## src/rtl/hub75_fb_arbiter_if.sv

```systemverilog
// Client/RAM-side signal bundle for hub75_fb_arbiter.
// The master modport is the arbiter; the slave modport is the client/RAM side.
interface hub75_fb_arbiter_if #(
  parameter int ADDR_WIDTH = 13,
  parameter int DATA_WIDTH = 16
);
  logic                  rd_pending;
  logic                  rd_boot;
  logic                  rd_active;
  logic                  rd_done;
  logic [ADDR_WIDTH-1:0] rd_fb_addr;
  logic                  rd_fb_rden;
  logic                  wi_pending;
  logic                  wi_boot;
  logic                  wi_active;
  logic                  wi_done;
  logic [ADDR_WIDTH-1:0] wi_fb_addr;
  logic [DATA_WIDTH-1:0] wi_fb_data;
  logic                  wi_fb_wren;
  logic [ADDR_WIDTH-1:0] fb_addr;
  logic [DATA_WIDTH-1:0] fb_wdata;
  logic                  fb_wren;
  logic                  fb_rden;
  logic                  busy;

  modport master (
    input  rd_pending, rd_done, rd_fb_addr, rd_fb_rden,
    input  wi_pending, wi_done, wi_fb_addr, wi_fb_data, wi_fb_wren,
    output rd_boot, rd_active, wi_boot, wi_active,
    output fb_addr, fb_wdata, fb_wren, fb_rden, busy
  );

  modport slave (
    output rd_pending, rd_done, rd_fb_addr, rd_fb_rden,
    output wi_pending, wi_done, wi_fb_addr, wi_fb_data, wi_fb_wren,
    input  rd_boot, rd_active, wi_boot, wi_active,
    input  fb_addr, fb_wdata, fb_wren, fb_rden, busy
  );
endinterface

```

## src/rtl/hub75_fb_arbiter.sv

```systemverilog
// Shares the single-port HUB75 frame buffer between read-out and write-in with a
// boot/active/done handshake. Define HUB75_FB_FAIRNESS_EN to bound read-out streaks.
module hub75_fb_arbiter #(
  parameter int ADDR_WIDTH   = 13,
  parameter int DATA_WIDTH   = 16,
  parameter int MAX_RD_BURST = 4
) (
  input logic                clk,
  input logic                rst_n,
  hub75_fb_arbiter_if.master bus
);

  typedef enum logic [1:0] {IDLE, BOOT, ACTIVE, DRAIN} state_t;

  state_t state, state_nxt;
  logic   owner, owner_nxt;
  logic   first, first_nxt;
  logic   grant;
  logic   force_wi;
  logic   done;

  always_ff @(posedge clk or negedge rst_n) begin
    if (!rst_n) begin
      state <= IDLE;
      owner <= 1'b0;
      first <= 1'b0;
    end else begin
      state <= state_nxt;
      owner <= owner_nxt;
      first <= first_nxt;
    end
  end

`ifdef HUB75_FB_FAIRNESS_EN
  localparam int STREAK_W = $clog2(MAX_RD_BURST + 1);
  localparam logic [STREAK_W-1:0] STREAK_MAX = STREAK_W'(MAX_RD_BURST);

  logic [STREAK_W-1:0] streak;

  assign force_wi = (streak == STREAK_MAX) && bus.wi_pending;

  // Only read-out grants that made write-in wait extend the streak.
  always_ff @(posedge clk or negedge rst_n) begin
    if (!rst_n) begin
      streak <= '0;
    end else if (grant) begin
      if (owner_nxt || !bus.wi_pending) streak <= '0;
      else if (streak != STREAK_MAX)    streak <= streak + 1'b1;
    end
  end
`else
  // Strict read-out priority: the comparison is constant false.
  assign force_wi = (MAX_RD_BURST < 0);
`endif

  assign done = owner ? bus.wi_done : bus.rd_done;

  always_comb begin
    state_nxt     = state;
    owner_nxt     = owner;
    first_nxt     = 1'b0;
    grant         = 1'b0;
    bus.rd_boot   = 1'b0;
    bus.rd_active = 1'b0;
    bus.wi_boot   = 1'b0;
    bus.wi_active = 1'b0;
    bus.fb_addr   = '0;
    bus.fb_wdata  = '0;
    bus.fb_wren   = 1'b0;
    bus.fb_rden   = 1'b0;
    bus.busy      = (state != IDLE);

    case (state)
      IDLE: begin
        if (bus.rd_pending && !force_wi) begin
          state_nxt = BOOT;
          owner_nxt = 1'b0;
          grant     = 1'b1;
        end else if (bus.wi_pending) begin
          state_nxt = BOOT;
          owner_nxt = 1'b1;
          grant     = 1'b1;
        end
      end
      BOOT: begin
        state_nxt = ACTIVE;
        first_nxt = 1'b1;
      end
      ACTIVE: begin
        // A done left over from the client's previous run is ignored.
        if (!first && done) state_nxt = DRAIN;
      end
      DRAIN:   state_nxt = IDLE;
      default: state_nxt = IDLE;
    endcase

    bus.rd_boot   = (state == BOOT)   && !owner;
    bus.wi_boot   = (state == BOOT)   &&  owner;
    bus.rd_active = (state == ACTIVE) && !owner;
    bus.wi_active = (state == ACTIVE) &&  owner;

    // DRAIN keeps the mux on the owner so a late registered write can land.
    if (state != IDLE) begin
      bus.fb_addr  = owner ? bus.wi_fb_addr : bus.rd_fb_addr;
      bus.fb_wdata = owner ? bus.wi_fb_data : '0;
      bus.fb_wren  = owner & bus.wi_fb_wren;
      bus.fb_rden  = ~owner & bus.rd_fb_rden;
    end
  end

endmodule

```

## src/flat_wrapper.sv

```systemverilog
// flat-port wrapper written by rule: the top's interface ports become plain ports
module hub75_fb_arbiter_flat 
#(
  parameter int ADDR_WIDTH   = 13,
  parameter int DATA_WIDTH   = 16,
  parameter int MAX_RD_BURST = 4
)
  (clk, rst_n, bus_rd_pending, bus_rd_done, bus_rd_fb_addr, bus_rd_fb_rden, bus_wi_pending, bus_wi_done, bus_wi_fb_addr, bus_wi_fb_data, bus_wi_fb_wren, bus_rd_boot, bus_rd_active, bus_wi_boot, bus_wi_active, bus_fb_addr, bus_fb_wdata, bus_fb_wren, bus_fb_rden, bus_busy);
  hub75_fb_arbiter_if #(.ADDR_WIDTH(ADDR_WIDTH), .DATA_WIDTH(DATA_WIDTH)) bus_i ();
  input logic clk;
  input logic rst_n;
  input wire logic [$bits(bus_i.rd_pending)-1:0] bus_rd_pending;
  input wire logic [$bits(bus_i.rd_done)-1:0] bus_rd_done;
  input wire logic [$bits(bus_i.rd_fb_addr)-1:0] bus_rd_fb_addr;
  input wire logic [$bits(bus_i.rd_fb_rden)-1:0] bus_rd_fb_rden;
  input wire logic [$bits(bus_i.wi_pending)-1:0] bus_wi_pending;
  input wire logic [$bits(bus_i.wi_done)-1:0] bus_wi_done;
  input wire logic [$bits(bus_i.wi_fb_addr)-1:0] bus_wi_fb_addr;
  input wire logic [$bits(bus_i.wi_fb_data)-1:0] bus_wi_fb_data;
  input wire logic [$bits(bus_i.wi_fb_wren)-1:0] bus_wi_fb_wren;
  output wire logic [$bits(bus_i.rd_boot)-1:0] bus_rd_boot;
  output wire logic [$bits(bus_i.rd_active)-1:0] bus_rd_active;
  output wire logic [$bits(bus_i.wi_boot)-1:0] bus_wi_boot;
  output wire logic [$bits(bus_i.wi_active)-1:0] bus_wi_active;
  output wire logic [$bits(bus_i.fb_addr)-1:0] bus_fb_addr;
  output wire logic [$bits(bus_i.fb_wdata)-1:0] bus_fb_wdata;
  output wire logic [$bits(bus_i.fb_wren)-1:0] bus_fb_wren;
  output wire logic [$bits(bus_i.fb_rden)-1:0] bus_fb_rden;
  output wire logic [$bits(bus_i.busy)-1:0] bus_busy;
  assign bus_i.rd_pending = bus_rd_pending;
  assign bus_i.rd_done = bus_rd_done;
  assign bus_i.rd_fb_addr = bus_rd_fb_addr;
  assign bus_i.rd_fb_rden = bus_rd_fb_rden;
  assign bus_i.wi_pending = bus_wi_pending;
  assign bus_i.wi_done = bus_wi_done;
  assign bus_i.wi_fb_addr = bus_wi_fb_addr;
  assign bus_i.wi_fb_data = bus_wi_fb_data;
  assign bus_i.wi_fb_wren = bus_wi_fb_wren;
  assign bus_rd_boot = bus_i.rd_boot;
  assign bus_rd_active = bus_i.rd_active;
  assign bus_wi_boot = bus_i.wi_boot;
  assign bus_wi_active = bus_i.wi_active;
  assign bus_fb_addr = bus_i.fb_addr;
  assign bus_fb_wdata = bus_i.fb_wdata;
  assign bus_fb_wren = bus_i.fb_wren;
  assign bus_fb_rden = bus_i.fb_rden;
  assign bus_busy = bus_i.busy;
  hub75_fb_arbiter #(.ADDR_WIDTH(ADDR_WIDTH), .DATA_WIDTH(DATA_WIDTH), .MAX_RD_BURST(MAX_RD_BURST)) u_core (.clk(clk), .rst_n(rst_n), .bus(bus_i));
endmodule
```

## config.mk

```make
export PLATFORM = sky130hd
export DESIGN_NAME = hub75_fb_arbiter_flat
export DESIGN_NICKNAME = d
export VERILOG_FILES = /design/src/rtl/hub75_fb_arbiter_if.sv /design/src/rtl/hub75_fb_arbiter.sv /design/src/flat_wrapper.sv
export SDC_FILE = /design/constraint.sdc
export NUM_CORES = 1
export LEC_CHECK = 0
export ABC_CLOCK_PERIOD_IN_PS = 2450
export CAP_MARGIN = 20
export CORE_AREA = 2 2 39 41
export DETAILED_ROUTE_END_ITERATION = 10
export DIE_AREA = 0 0 41 43
export DONT_BUFFER_PORTS = 1
export PLACE_DENSITY = 0.6
export SLEW_MARGIN = 25
export SYNTH_ARGS = -nofsm -noshare
export SYNTH_HDL_FRONTEND = slang
export SYNTH_SLANG_ARGS = --single-unit
```

## constraint.sdc

```tcl
create_clock -name clk -period 2.45 [get_ports clk]
set_clock_uncertainty 0.2 [all_clocks]
set_input_delay 0.49 -clock clk [delete_from_list [all_inputs] [get_ports clk]]
set_output_delay 0.49 -clock clk [all_outputs]
set_load 0.02 [all_outputs]
```

==> flow_summary_export.csv, run 1 <==
group,metric,value,unit
status,status,"completed",
synth,ys_ff_latch,4,
synth,synthSimpleGateAreaFrac,36.1,%
layout,seq_area,100,um^2
floorplan,fp-row-count,14,
synth,yosys_warnings,0,
floorplan,dieArea,1760,um^2
grt,grt_use_total,14.4,%
layout,antenna_cells,0,
run,drv_cap,0,
placed_design,dpl.cell_count,92,
hold_path,hp-class,"in -> reg",
layout,drive_gt1_share,11.3,%
timing,finalSetupTns,0,ps
timing,fin_crit,2180,ps
timing,finalHoldViolCount,0,
timing,clock.fmax,0.459,GHz
critical_path,r2r_end,"u_core.state[1]",
layout,stdcell_area,653,um^2
route,drc,0,
critical_path,crit_chain,"inv_1 > ha_1 > and2b_2 > and2_1",
critical_path,cp_data_arrival_time,1490,ps
clocking,cts_num_sinks,4,
route,num_vias,547,
timing,whs,153,ps
hold_path,worstHoldStart,"bus_rd_pending",
synth,synth.area.top_cells,"mux2i_1 (21%), and2_1 (19%), dfrtp_1 (16%)",
timing,setup_viol,0,
timing,timing.final.crit_share,89.0,%
grt,first_global_vias,440,
grt,grt_max_degree,21,
critical_path,r2r-start,"u_core.state[1]",
critical_path,cp-start-kind,"flip-flop",
floorplan,die_h,43,um
grt,antenna_found_initial,0,
synth,synth_fa_ha_area_share,6.15,%
critical_path,crit_path_max_fanout,17,
clocking,cts-root-buf,"clkbuf_4",
critical_path,crit_path_top_delay_cell,"dfrtp_1",
synth,synthMuxAreaShare,23.2,%
synth,yosysSeqAreaShare,16.4,%
grt,grt-ovfl-total,0,
synth,synth_nets,131,
synth,synth_top_family_by_area,"simple AND/OR/NAND/NOR gates",
placed_design,dp_hpwl,1.14,mm
clocking,clk_path_buf_depth,2,
synth,netlist_area,611,um^2
placed_design,placed_area,619,um^2
floorplan,die_w,41,um
synth,synth_xor_area_share,0,%
layout,fillers,134,
critical_path,cp_slowest_stage_delay,360,ps
synth,synth_top_area_share,21.3,%
critical_path,critPathRequiredTime,1760,ps
clocking,clock_latency,230,ps
clocking,clk_pin_slew_worst_paths,30,ps
synth,synthCells,78,
critical_path,critPathCaptureType,"primary output",
layout,final_nets,135,
grt,gr-usage-met3,1.57,%
synth,synth_compound_area_share,10.2,%
route,drt_iter0_markers,14,
route,routed_via_density,5.70,
synth,synth_top_area_cell,"mux2i_1",
synth,ys_types,24,
floorplan,io_pins,86,
floorplan,coreArea,1380,um^2
hold_path,hold_path_end,"u_core.owner",
layout,final_cell_mix,"and2_1 (19), nor2_1 (14), mux2i_1 (13)",
placed_design,portBuffers,0,
grt,use_met2,25.3,%
critical_path,crit_type,"reg -> out",
timing,slew_headroom,73.2,%
route,routed_wl,1.33,mm
grt,met1_usage,15.3,%
grt,busiest_layer,"met2",
synth,ys.flop_type,"dfrtp_1",
layout,multiInputGateArea,463,um^2
hold_path,hold_depth,1,
synth,async_flop_share,100,%
synth,synth_edf_count,0,
synth,syn_area_per_cell,7.83,um^2
timing,slew_viol_final,0,
clocking,cts_max_level,1,
layout,areaGrowthSynthToFinish,6.97,%
power,leakage,0.311,nW
route,routedWlPerCell,13.8,um
placed_design,place_congestion,0.663,
clocking,cts_setup_buffers,0,
critical_path,r2r_slack,620,ps
power,p_per_area,1680,nW/um^2
timing,rsz0062_at_grt,"no",
power,worst_ir_drop_vdd,835,uV
timing,tightest_slew,401,ps
route,drtAntennaViolNets,0,
grt,grt_pass1_wl,1.71,mm
clocking,cts_tree,"yes",
layout,layout_commonest_cell,"and2_1",
layout,stdcell_count,96,
clocking,numCtsBuffers,3,
floorplan,start_util,44.1,%
critical_path,r2r_cells,6,
route,firstDrtPassIters,4,
==> cells by family after synthesis <==
group / count (synthesis)
muxes: 14
buffers and inverters: 9
DFF: 4
and+or+nand+nor: 40
adders and majority gates: 3
AOI/OAI and AO/OA: 8
==> area by class of cell <==
cell class | instances | share of cell area [%]
well taps | 16 | 3.07
flip-flops and latches | 4 | 15.3
multi-input cells | 65 | 70.9
repair buffers | 4 | 4.98
clock buffers | 3 | 3.45
inverters | 4 | 2.30
==> worst max-delay path, delay by kind of cell, from the launching register on <==
kind	cells	cell delay, ps
buffers and inverters	1	90
AND/OR/NAND/NOR	2	600
adder cells (fa/ha/maj)	1	210
flip-flops	1	360
==> what timing repair did <==
| item | CTS | global route |
|---|---|---|
| endpoints found under the hold margin | 4 | 0 |
| hold buffers | 1 | 0 |
| resized for setup | 0 | 1 |
| endpoints found under the setup margin | 0 | 6 |
==> cells in the mapped netlist (all sizes together) (2+ instances only) <==
library cell and number:
and2 19, ha 3, buf 3, nor2 14
clkbuf 2, mux2i 13, dfrtp 4, a21oi 2
inv 4
==> flip-flops by register name (all words and copies together) (netlist names) <==
signal,count
u_core.first,1
u_core.state,2
u_core.owner,1
==> stage by stage <==
| step | setup slack, ps | utilization [%] | power [mW] |
|---|---|---|---|
| global route | 133 | 47.2 | 1.20 |
| CTS | 147 | 47.1 | 1.11 |
| floorplan | 413 | - | 0.954 |
| detailed placement | 398 | 44.8 | 1.02 |
| finish | 271 | 47.2 | 1.10 |
| global placement | 441 | 44.8 | 1.01 |
==> per-layer routing <==
layer | vias to the layer above | wire length [um] | share of wire [%]
met5 | - | 0 | 0
met4 | 0 | 0 | 0
met3 | 0 | 179 | 13
met2 | 52 | 724 | 55
met1 | 232 | 424 | 32
li1 | 263 | - | -
==> worst max-delay path by stage <==
stage               startpoint               end  slack (ps)
2_1_floorplan  u_core.state[0]  bus_fb_wdata[10]         410
3_5_place_dp   u_core.state[0]   bus_fb_wdata[9]         400
3_3_place_gp   u_core.state[0]   bus_fb_wdata[9]         440
4_1_cts        u_core.state[0]   bus_fb_wdata[9]         150
5_1_grt        u_core.state[0]  bus_fb_wdata[10]         130
6_report       u_core.state[0]   bus_fb_wdata[9]         270
==> power by group <==
part	internal [mW]	total (mW)	switching, mW	leakage, nW
Sequential	0.102	0.134	0.0322	0.0489
Combinational	0.267	0.886	0.619	0.248
Clock	0.0545	0.0781	0.0235	0.0138
(Power assumes the default switching activity.)
==> run 2, diff against run 1 <==
--- a/config.mk
+++ b/config.mk
@@ -7,11 +7,13 @@
 export LEC_CHECK = 0
 export ABC_CLOCK_PERIOD_IN_PS = 2450
 export CAP_MARGIN = 20
-export CORE_AREA = 2 2 39 41
+export CELL_PAD_IN_SITES_DETAIL_PLACEMENT = 0
+export CELL_PAD_IN_SITES_GLOBAL_PLACEMENT = 2
+export CORE_MARGIN = 2
+export CORE_UTILIZATION = 25
 export DETAILED_ROUTE_END_ITERATION = 10
-export DIE_AREA = 0 0 41 43
 export DONT_BUFFER_PORTS = 1
-export PLACE_DENSITY = 0.6
+export PLACE_DENSITY = 0.73
 export SLEW_MARGIN = 25
 export SYNTH_ARGS = -nofsm -noshare
 export SYNTH_HDL_FRONTEND = slang
==> flow_summary_export.csv, run 2 (synthesized netlist as in run 1, its figures left out) <==
group,metric,value,unit
timing,finalSetupTns,0,ps
critical_path,cp_slowest_stage_delay,370,ps
grt,first_global_vias,478,
timing,clock.fmax,0.458,GHz
placed_design,dpl.cell_count,104,
critical_path,r2r_cells,6,
timing,slew_viol_final,0,
critical_path,r2r-start,"u_core.state[1]",
grt,grt_max_degree,21,
floorplan,die_h,53.4,um
timing,fin_crit,2180,ps
timing,slew_headroom,73.2,%
route,drc,0,
run,drv_cap,0,
critical_path,r2r_slack,630,ps
hold_path,hp-class,"in -> reg",
clocking,clock_latency,240,ps
critical_path,critPathCaptureType,"primary output",
layout,drive_gt1_share,11.3,%
route,drtAntennaViolNets,0,
floorplan,dieArea,2850,um^2
critical_path,cp-start-kind,"flip-flop",
placed_design,place_congestion,0.732,
floorplan,coreArea,2250,um^2
clocking,cts_max_level,1,
critical_path,cp-endpoint,"bus_fb_wdata[1]",
route,routed_via_density,5.37,
critical_path,crit_path_max_fanout,17,
clocking,cts_num_sinks,4,
clocking,clk_pin_slew_worst_paths,30,ps
power,p_per_area,1660,nW/um^2
layout,stdcell_count,108,
critical_path,crit_type,"reg -> out",
route,routed_wl,1.52,mm
floorplan,die_w,53.4,um
power,leakage,0.311,nW
route,routedWlPerCell,14.0,um
layout,layout_commonest_cell,"and2_1",
timing,tightest_slew,401,ps
grt,grt-ovfl-total,0,
hold_path,hold_depth,1,
floorplan,fp-row-count,17,
route,drt_iter0_markers,7,
grt,grt_pass1_wl,2.07,mm
placed_design,placed_area,634,um^2
critical_path,crit_chain,"inv_1 > ha_1 > and2b_2 > and2_1",
layout,multiInputGateArea,463,um^2
layout,top_register,"u_core.state",
clocking,cts-root-buf,"clkbuf_4",
placed_design,portBuffers,0,
route,firstDrtPassIters,4,
layout,final_cell_mix,"and2_1 (19), nor2_1 (14), mux2i_1 (13)",
status,status,"completed",
grt,antenna_found_initial,0,
placed_design,dp_hpwl,1.24,mm
layout,areaGrowthSynthToFinish,9.43,%
layout,fillers,231,
layout,antenna_cells,0,
clocking,cts_tree,"yes",
layout,seq_area,100,um^2
layout,stdcell_area,668,um^2
floorplan,io_pins,86,
power,worst_ir_drop_vdd,687,uV
timing,setup_viol,0,
floorplan,start_util,27.1,%
timing,finalHoldViolCount,0,
clocking,clk_path_buf_depth,2,
critical_path,r2r_end,"u_core.state[0]",
power,finalPower,1.11,mW
critical_path,cp_data_arrival_time,1490,ps
timing,timing.final.crit_share,89.1,%
critical_path,critPathRequiredTime,1760,ps
timing,rsz0062_at_grt,"no",
layout,final_nets,135,
grt,grt_use_total,10.6,%
critical_path,crit_path_top_delay_cell,"dfrtp_1",
route,num_vias,580,
clocking,numCtsBuffers,3,
layout,largestRegisters,"u_core.state x2, u_core.first x1, u_core.owner x1",
critical_path,cp-startpoint,"u_core.state[0]",
layout,largest_reg_flops,2,
==> run 2: cell counts in the layout (fill, tap and decap cells not counted) <==
Identical to the previous run, type by type.
==> run 2: what timing repair did <==
action                                 CTS  global route
endpoints found under the hold margin    4             0
setup buffers                            0             0
resized for setup                        0             1
hold buffers                             1             0
setup endpoints to repair                0            17
==> run 2: area by class of cell <==
class                   instances  share of cell area [%]
clock buffers                   3                    3.37
well taps                      28                    5.24
inverters                       4                    2.25
flip-flops and latches          4                    15.0
repair buffers                  4                    4.87
multi-input cells              65                    69.3
==> run 2: layer usage <==
metal / global-route usage, % / vias up / part of all wire (%)
li1: - / 262 / -
met1: 9.49 / 243 / 33
met2: 20.4 / 71 / 50
met3: 0.565 / 4 / 13
met4: 10.3 / 0 / 3.2
met5: 0 / - / 0
==> run 2: stage by stage <==
| step | setup WS, ps | utilization [%] | hold slack [ps] |
|---|---|---|---|
| 5_1_grt | 97.6 | 29.6 | 139 |
| 2_1_floorplan | 413 | - | -5.59 |
| 4_1_cts | 160 | 29.6 | 139 |
| 3_3_place_gp | 446 | 28.1 | -5.51 |
| 3_5_place_dp | 412 | 28.1 | -5.52 |
| 6_report | 267 | 29.6 | 144 |
==> run 2: worst max-delay path, delay by kind of cell, from the launching register on <==
kind          cells  cell delay (ps)
buf+inv           1               90
flops             1              370
simple gates      2              580
fa+ha+maj         1              210
==> run 2: power by group <==
| group | internal [mW] | switching (mW) | total (mW) | leakage (nW) |
|---|---|---|---|---|
| Sequential | 0.102 | 0.0270 | 0.129 | 0.0489 |
| Combinational | 0.268 | 0.630 | 0.898 | 0.248 |
| Clock | 0.0548 | 0.0277 | 0.0826 | 0.0138 |
| Total | 0.425 | 0.685 | 1.11 | 0.311 |
==> run 2: worst min path at each step <==
| stage | startpoint | endpoint | slack [ps] |
|---|---|---|---|
| 5_1_grt | bus_rd_pending | u_core.owner | 140 |
| 3_5_place_dp | rst_n | u_core.first | -6 |
| 3_3_place_gp | rst_n | u_core.state[1] | -6 |
| 2_1_floorplan | rst_n | u_core.first | -6 |
| 6_report | bus_rd_pending | u_core.owner | 140 |
| 4_1_cts | bus_rd_pending | u_core.owner | 140 |
==> run 3, diff against run 2 <==
--- a/config.mk
+++ b/config.mk
@@ -13,6 +13,7 @@
 export CORE_UTILIZATION = 25
 export DETAILED_ROUTE_END_ITERATION = 10
 export DONT_BUFFER_PORTS = 1
+export MAX_ROUTING_LAYER = met4
 export PLACE_DENSITY = 0.73
 export SLEW_MARGIN = 25
 export SYNTH_ARGS = -nofsm -noshare
==> flow_summary_export.csv, run 3 (synthesized netlist as in run 1, its figures left out) <==
group,metric,value,unit
route,routedWlPerCell,14.1,um
clocking,numCtsBuffers,3,
route,routed_wl,1.52,mm
timing,tightest_slew,401,ps
layout,largestRegisters,"u_core.state x2, u_core.first x1, u_core.owner x1",
grt,antenna_found_initial,0,
grt,grt_use_total,10.9,%
critical_path,r2r_cells,6,
status,status,"completed",
route,firstDrtPassIters,4,
run,drv_cap,0,
route,num_vias,581,
layout,largest_reg_flops,2,
floorplan,start_util,27.1,%
hold_path,hold_path_end,"u_core.owner",
layout,top_register,"u_core.state",
layout,stdcell_count,108,
floorplan,io_pins,86,
placed_design,dp_hpwl,1.24,mm
critical_path,cp-start-kind,"flip-flop",
layout,areaGrowthSynthToFinish,9.43,%
critical_path,crit_path_max_fanout,17,
route,drtAntennaViolNets,0,
critical_path,r2r_end,"u_core.state[0]",
clocking,cts_num_sinks,4,
placed_design,place_congestion,0.741,
clocking,cts-root-buf,"clkbuf_4",
layout,final_nets,135,
timing,fin_crit,2180,ps
timing,clock.fmax,0.458,GHz
timing,slew_headroom,73.2,%
timing,finalHoldViolCount,0,
timing,rsz0062_at_grt,"no",
placed_design,portBuffers,0,
timing,setup_viol,0,
critical_path,critPathCaptureType,"primary output",
clocking,cts_max_level,1,
hold_path,hp-class,"in -> reg",
grt,first_global_vias,478,
critical_path,crit_type,"reg -> out",
hold_path,hold_depth,1,
layout,post-route-util,29.6,%
timing,timing.final.crit_share,89.1,%
grt,grt_max_degree,21,
critical_path,r2r_slack,630,ps
floorplan,die_w,53.4,um
floorplan,coreArea,2250,um^2
hold_path,worstHoldStart,"bus_rd_pending",
layout,layout_commonest_cell,"and2_1",
layout,final_cell_mix,"and2_1 (19), nor2_1 (14), mux2i_1 (13)",
floorplan,dieArea,2850,um^2
timing,whs,144,ps
floorplan,fp-row-count,17,
grt,grt_pass1_wl,2.07,mm
critical_path,critPathRequiredTime,1760,ps
route,routed_via_density,5.38,
placed_design,dpl.cell_count,104,
floorplan,die_h,53.4,um
clocking,clk_pin_slew_worst_paths,30,ps
power,p_per_area,1660,nW/um^2
critical_path,cp_data_arrival_time,1490,ps
clocking,clock_latency,240,ps
layout,antenna_cells,0,
power,worst_ir_drop_vdd,686,uV
critical_path,r2r-start,"u_core.state[1]",
timing,finalSetupTns,0,ps
timing,slew_viol_final,0,
route,drt_iter0_markers,5,
grt,grt-ovfl-total,0,
route,drc,0,
power,leakage,0.311,nW
clocking,clk_path_buf_depth,2,
clocking,cts_tree,"yes",
layout,drive_gt1_share,11.3,%
[run 3: cell counts in the layout (fill, tap and decap cells not counted)]
No cell type changed its count.
[run 3: power breakdown]
group	switching (mW)	total, mW	internal [mW]	leakage, nW
Combinational	0.630	0.898	0.268	0.248
Clock	0.0278	0.0826	0.0548	0.0138
Sequential	0.0270	0.129	0.102	0.0489
[run 3: stage by stage]
step / setup WS (ps) / total power, mW / instance area [um^2]
CTS: 160 / 1.12 / 667
global placement: 446 / 1.03 / 634
detailed placement: 412 / 1.03 / 634
finish: 267 / 1.11 / 668
global route: 97.6 / 1.21 / 668
floorplan: 413 / 0.954 / 611
[run 3: worst max-delay path by stage]
stage                             endpoint  depth (start not counted)  slack [ps]       startpoint
after global placement    bus_fb_wdata[11]                          4         450  u_core.state[1]
after floorplan           bus_fb_wdata[10]                          5         410  u_core.state[0]
after global routing       bus_fb_wdata[0]                          4         100  u_core.state[0]
after detailed placement   bus_fb_wdata[1]                          4         410  u_core.state[0]
after CTS                  bus_fb_wdata[1]                          4         160  u_core.state[0]
final                      bus_fb_wdata[1]                          4         270  u_core.state[0]
[run 3: routing by layer]
layer / up-vias / routed length (um) / GRT usage, %
met5: - / 0 / -
met3: 4 / 204 / 0
met2: 71 / 762 / 20.4
li1: 262 / - / -
met1: 244 / 503 / 9.83
met4: 0 / 48 / 10.3
[run 3: critical path, stage by stage (launching register included)]
cell     delay, ps
dfrtp_1        370
inv_1           90
ha_1           210
and2b_2        310
and2_1         270
[run 3: what timing repair did]
action	CTS	global route
hold endpoints to repair	4	0
buffers inserted	0	0
resized for setup	0	1
setup endpoints to repair	0	17
hold buffers	1	0
[run 3: layout make-up]
cell class                 count  area (um^2)
clock buffer                   3         22.5
multi-input combinational     65          463
tap                           28         35.0
fill                         231         1590
inverter                       4         15.0
timing repair buffer           4         32.5
sequential                     4          100
